[src/rtl/program_loader.sv]
// Program memory loader: receives a LEN / instruction bytes / CHK stream and writes
// 16-bit instructions into program memory, holding the CPU in reset while it loads.
module program_loader #(
  parameter logic [7:0]  START_ADDR = 8'h00,
  parameter logic [15:0] TIMEOUT    = 16'd1000
) (
  input  logic        clk,
  input  logic        rst,
  input  logic        start,
  input  logic [7:0]  s_data,
  input  logic        s_valid,
  output logic        s_ready,
  output logic [7:0]  wr_addr,
  output logic [15:0] wr_data,
  output logic [1:0]  we,
  output logic        cpu_hold,
  output logic        busy,
  output logic        done,
  output logic        err
);

  typedef enum logic [2:0] {IDLE, LEN, HI, LO, WRITE, CHK} state_t;

  state_t      state, state_next;
  logic [7:0]  addr;
  logic [7:0]  hi;
  logic [7:0]  chk_acc;
  logic [8:0]  remaining;
  logic [15:0] idle_cnt;
  logic        active;
  logic        xfer;
  logic        timed_out;

  always_comb begin
    active     = (state == LEN) || (state == HI) || (state == LO) || (state == CHK);
    s_ready    = active;
    xfer       = active && s_valid;
    timed_out  = active && !s_valid && (TIMEOUT != '0) && (idle_cnt == TIMEOUT - 16'd1);
    we         = (state == WRITE) ? 2'b11 : 2'b00;
    busy       = (state != IDLE);
    cpu_hold   = (state != IDLE);
    state_next = state;
    case (state)
      IDLE:    if (start) state_next = LEN;
      LEN:     if (xfer) state_next = HI;
      HI:      if (xfer) state_next = LO;
      LO:      if (xfer) state_next = WRITE;
      WRITE:   state_next = (remaining == 9'd1) ? CHK : HI;
      CHK:     if (xfer) state_next = IDLE;
      default: state_next = IDLE;
    endcase
    if (timed_out) state_next = IDLE;
  end

  always_ff @(posedge clk) begin
    if (rst) state <= IDLE;
    else     state <= state_next;
  end

  always_ff @(posedge clk) begin
    if (rst) begin
      addr      <= '0;
      hi        <= '0;
      chk_acc   <= '0;
      remaining <= '0;
      idle_cnt  <= '0;
      wr_addr   <= '0;
      wr_data   <= '0;
      done      <= 1'b0;
      err       <= 1'b0;
    end else begin
      case (state)
        IDLE: if (start) begin
          done     <= 1'b0;
          err      <= 1'b0;
          addr     <= START_ADDR;
          chk_acc  <= '0;
          idle_cnt <= '0;
        end
        LEN: if (xfer) begin
          // LEN=0 encodes a full 256-instruction image
          remaining <= (s_data == 8'h00) ? 9'd256 : {1'b0, s_data};
          chk_acc   <= chk_acc ^ s_data;
        end
        HI: if (xfer) begin
          hi      <= s_data;
          chk_acc <= chk_acc ^ s_data;
        end
        LO: if (xfer) begin
          wr_data <= {hi, s_data};
          wr_addr <= addr;
          chk_acc <= chk_acc ^ s_data;
        end
        WRITE: begin
          addr      <= addr + 8'd1;
          remaining <= remaining - 9'd1;
        end
        CHK: if (xfer) begin
          done <= (s_data == chk_acc);
          err  <= (s_data != chk_acc);
        end
        default: ;
      endcase

      if (active) begin
        if (xfer) begin
          idle_cnt <= '0;
        end else if (timed_out) begin
          idle_cnt <= '0;
          err      <= 1'b1;
          done     <= 1'b0;
        end else begin
          idle_cnt <= idle_cnt + 16'd1;
        end
      end
    end
  end

endmodule
[config.mk]
export PLATFORM = sky130hd
export DESIGN_NAME = program_loader
export DESIGN_NICKNAME = d
export VERILOG_FILES = /design/src/rtl/program_loader.sv
export SDC_FILE = /design/constraint.sdc
export NUM_CORES = 1
export LEC_CHECK = 0
export CAP_MARGIN = 20
export CORE_MARGIN = 2
export CORE_UTILIZATION = 40
export CTS_CLUSTER_DIAMETER = 60
export DETAILED_ROUTE_END_ITERATION = 16
export GPL_TIMING_DRIVEN = 0
export MAX_ROUTING_LAYER = met4
export PLACE_DENSITY = 0.64
export SYNTH_ARGS = -nofsm -noshare
export SYNTH_HDL_FRONTEND = slang
export SYNTH_SLANG_ARGS = --single-unit
export TNS_END_PERCENT = 30
[constraint.sdc]
create_clock -name clk -period 2.1 [get_ports clk]
set_input_delay 0.42 -clock clk [delete_from_list [all_inputs] [get_ports clk]]
set_output_delay 0.42 -clock clk [all_outputs]
set_load 0.005 [all_outputs]
# Word-level counts from Yosys, hierarchy flattened

Index checks and enable logic that the tools add are counted.

Logic and storage cells: 85
Bits in registers: 78
Input bits: 12
Output and inout bits: 31

Muxes and demuxes: 32
Reduce and logical (&&, ||, !) cells: 24
Add/subtract/negate cells: 3
Bitwise operators: 1
Equal/unequal tests: 15

Operators by type and width:

| operator                                         | count |
|---|---|
| two-way mux 16 bit                               | 5 |
| one-hot mux 8 bit (2 select lines)               | 2 |
| two-way mux 3 bit                                | 6 |
| two-way mux 9 bit                                | 2 |
| one-hot mux 3 bit (6 select lines)               | 1 |
| one-hot mux 9 bit (2 select lines)               | 1 |
| adder 16 x 1 -> 16 bit, second input constant    | 1 |
| == test 16 x 10 -> 1 bit, second input constant  | 1 |
| two-way mux 8 bit                                | 2 |
| two-way mux 1 bit                                | 10 |
| inequality test 2 bit, second input constant     | 5 |
| AND reduction 2 bit                              | 5 |
| nonzero test 2 bit                               | 5 |
| == test 9 x 1 -> 1 bit, second input constant    | 1 |
| subtractor 9 x 1 -> 9 bit, second input constant | 1 |
| adder 8 x 1 -> 8 bit, second input constant      | 1 |
| == test 8 bit                                    | 1 |
| logical NOT 8 bit                                | 1 |
| inequality test 8 bit                            | 1 |
| XOR 8 bit                                        | 1 |
| == test 3 x 2 -> 1 bit, second input constant    | 2 |
| == test 3 bit, second input constant             | 2 |
| AND reduction 5 bit                              | 1 |
| one-hot mux 1 bit (2 select lines)               | 2 |
| other kinds (11)                                 | 15 |

# Longest topological paths before layout

Word-level depth: 10
Mapped depth: 8
Mapped depth without buffers: 6

# Worst setup path after synthesis

OpenSTA, ideal clock, no wires.

Path kind: reg2reg
Start point: register idle_cnt[12]
End point: register idle_cnt[10]
Stages on the path, launching flop included: 7
Arrival: 1886 ps
Path buffers: 2
Period minus slack after synthesis: 2018 ps
Setup time: 132 ps
Setup slack: 82 ps
Required time: 1968 ps
Cells stage by stage: dfxtp_1 -> or4_1 -> or4_1 -> buf_6 -> a31oi_4 -> buf_6 -> nor3_1

Cells in the longest elaborated chain, start to end: 5

RTL lines:

| element                  | RTL line | RTL |
|---|---|---|
| start, declared          | 29       | `logic [15:0] idle_cnt;` |
| start signal, assigned   | 113      | `idle_cnt <= idle_cnt + 16'd1;` |
| == test 16 x 10 -> 1 bit | 38       | `timed_out = active && !s_valid && (TIMEOUT != '0) && (idle_cnt == TIMEOUT - 16'd1);` |
| logical AND 1 bit        | 38       |  |
| two-way mux 16 bit       | 108      | `end else if (timed_out) begin` |
| two-way mux 16 bit       | 106      | `if (xfer) begin` |
| two-way mux 16 bit       | 105      | `if (active) begin` |

Every way passes these cells.
A chain may end at the register's enable or synchronous reset.

# Worst setup path in the final report

Start point: register idle_cnt[7]
End point: register idle_cnt[4]

Same word-level chain as after synthesis.

==> flow_summary_export.csv <==
group,metric,value,unit
status,status,"complete, no violations",
sta,finalClockSkew,0.00731,ns
yosys,synth.area.top_cells,"dfxtp_1 41%, a21oi_1 8.6%, nand2_1 8.5%",
yosys,synth_edf_count,0,
detailed_routing,routed_via_density,5.63,
critical_path,worstPathRequired,2.31,ns
clocking,ctsRootBufferMaster,"clkbuf_8",
clocking,numCtsBuffers,9,
detailed_routing,dr.pass1.iters,4,
placed_design,placed_area,4260,µm²
sta,drv_slew,0,
floorplanning,io_pins,43,
placed_design,io_buffer_count,35,
cells_and_area,drive_gt1_share,13.2,%
sta,fmax,478,MHz
sta,max_slew_margin,49.0,%
power,power,0.00331,W
yosys,synth.ff_latch_count,78,
sta,period_needed,2.09,ns
yosys,synthTopCellsByCount,"85 x nand2_1, 78 x dfxtp_1, 65 x a21oi_1",
critical_path,cpMaxStageDelayCell,"or4_4",
sta,finalHoldViolCount,0,
detailed_routing,wirelength,9660,µm
power,irDropWorstVdd,0.473,mV
detailed_routing,drt-initial-drc-count,284,
sta,holdWs,0.442,ns
clocking,cts_tree,"yes",
yosys,yosys_warnings,0,
placed_design,dp_hpwl,6810,µm
global_routing,grt_pass1_wl,16600,µm
placed_design,gp_congestion,0.814,
critical_path,path_class,"reg2reg",
yosys,async_reset_ff_share,0,%
critical_path,timing.critical_path.cells,"nand4_1 -> buf_4 -> or4_4 -> a31oi_4 -> buf_6 -> nor3_1",
power,pwr_density_cell,705,nW/µm²
floorplanning,die_w,101,µm
floorplanning,row_count,35,
yosys,syn_nets,492,
yosys,yosysMostFrequentCell,"nand2_1",
yosys,yosys_most_used_dff,"dfxtp_1",
cells_and_area,final_util,51.0,%
cells_and_area,diodes,0,
yosys,yosysSeqAreaShare,41.4,%
sta,worstMarginPinSlew,0.764,ns
critical_path,cpLargestDelayFamily,"simple AND/OR/NAND/NOR gates",
clocking,cts.sinks,78,
critical_path,cp.arrival,2.30,ns
cells_and_area,fin_area,4690,µm²
floorplanning,dieArea,10200,µm²
yosys,syn_inst,476,
yosys,syn-cell-area,3770,µm²
cells_and_area,area_growth_syn_to_layout,24.4,%
sta,fin_tns_setup,0,ns
critical_path,worst-path-buf-inv,2,
global_routing,grt-ovfl-total,0,
flow_run,drv_cap,0,
critical_path,regToRegSetupSlack,0.009,ns
clocking,clk_path_buf_depth,2,
critical_path,startpoint_type,"flip-flop",
detailed_routing,ant_nets,0,
detailed_routing,num_vias,3661,
global_routing,grt_antenna_before_repair,0,
floorplanning,chipHeight,101,µm
sta,finalSetupViolCount,0,
detailed_routing,drc,0,
clocking,clock_latency,0.35,ns
critical_path,cp_slowest_stage_delay,0.54,ns
floorplanning,start_util,41.0,%
global_routing,grt_pass1_vias,3431,
detailed_routing,avgRoutedWirePerCell,14.9,µm
yosys,synth.avg_cell_area,7.92,µm²
clocking,clkSlewWorstSetupHoldPaths,0.09,ns
floorplanning,core_area,9200,µm²
yosys,synth_cell_types,51,
yosys,synth_top_cell_by_area,"dfxtp_1",
critical_path,cp-end-kind,"flip-flop",
yosys,synth_top_cell_area_share,41.4,%
critical_path,crit_fanout,7,
global_routing,grt_max_degree,15,
power,p_leak,1.51,nW
cells_and_area,final_nets,550,
min_path,hold_path_class,"in2reg",
clocking,htreeDepth,3,
global_routing,grtUsageTotal,20.8,%
sta,period_share,99.6,%
worst min-delay path: stages:
cell and delay, ns:
clkbuf_1 0.17, nand2_1 0.10, a21oi_1 0.05
timing repair:
item / 4_1_cts / 5_1_grt
hold buffers: 0 / 0
pin swaps: 2 / 4
setup endpoints to repair: 47 / 22
gates cloned: 1 / 0
buffers inserted: 9 / 6
resized for setup: 36 / 17
cell usage in the layout, fill, tap and decap left out, types with 15 or more instances in the layout:
cell type	instances
nor3_1	15
clkbuf_1	22
nor2_1	29
clkdlybuf4s50_1	30
a21oi_1	64
xnor2_1	19
dfxtp_1	69
buf_4	17
nand2_1	85
stage by stage:
| step | std cells | worst slack, ns |
|---|---|---|
| finish | 650 | 0.00915 |
| global route | 650 | -0.0324 |
| CTS | 645 | -0.00360 |
| detailed placement | 622 | -0.598 |
| global placement | 622 | -0.568 |
| floorplan | 476 | 0.0822 |
path summary, 6_finish.rpt:
| kind | from | to | cells past startpoint |
|---|---|---|---|
| hold reg to reg | hi[7]$_SDFFE_PP0P_ | wr_data[15]$_SDFFE_PP0P_ | 2 |
| setup reg to reg | idle_cnt[7]$_SDFFE_PP0P_ | idle_cnt[4]$_SDFFE_PP0P_ | 6 |
| hold / removal | s_data[2] | hi[2]$_SDFFE_PP0P_ | 3 |
| setup / recovery | idle_cnt[7]$_SDFFE_PP0P_ | idle_cnt[4]$_SDFFE_PP0P_ | 6 |
where the power goes:
group,internal [W],total (W),switching (W)
combinational,0.000199,0.000482,0.000283
sequential,0.00152,0.00156,0.0000382
clock,0.000681,0.00127,0.000589
total,0.00240,0.00331,0.000910
state kept, by name, indices dropped and copies added, names as in the netlist:
register   cells
wr_addr        8
addr           8
chk_acc        8
state          3
idle_cnt      16
wr_data       16
done           1
hi             8
err            1
remaining      9
area by class of cell:
type | instances | area [µm²]
repair buffers | 51 | 474
clock buffers | 10 | 128
inverters | 6 | 25.0
plain buffers | 37 | 201
fillers | 900 | 4510
well taps | 111 | 139
multi-input cells | 351 | 2050
flip-flops and latches | 78 | 1580
clock inverters | 6 | 93.8
metal layers:
metal  track usage, %  vias up  routed length, µm
li1                 -     1813                  -
met1             28.2     1751               4680
met2             32.7       87               4480
met3             3.40       10                400
met4             4.68        0                 99
met5                -        -                  0
kinds of logic after synthesis:
group                      share of synthesized area (%)
AOI/OAI and AO/OA                                   20.4
buffers and inverters                               5.35
xor gates and xnor gates                            4.65
and+or+nand+nor                                     26.6
adders and majority gates                           1.33
muxes                                              0.266
DFF                                                 41.4
Note: power is estimated with default switching activity, not from simulation.
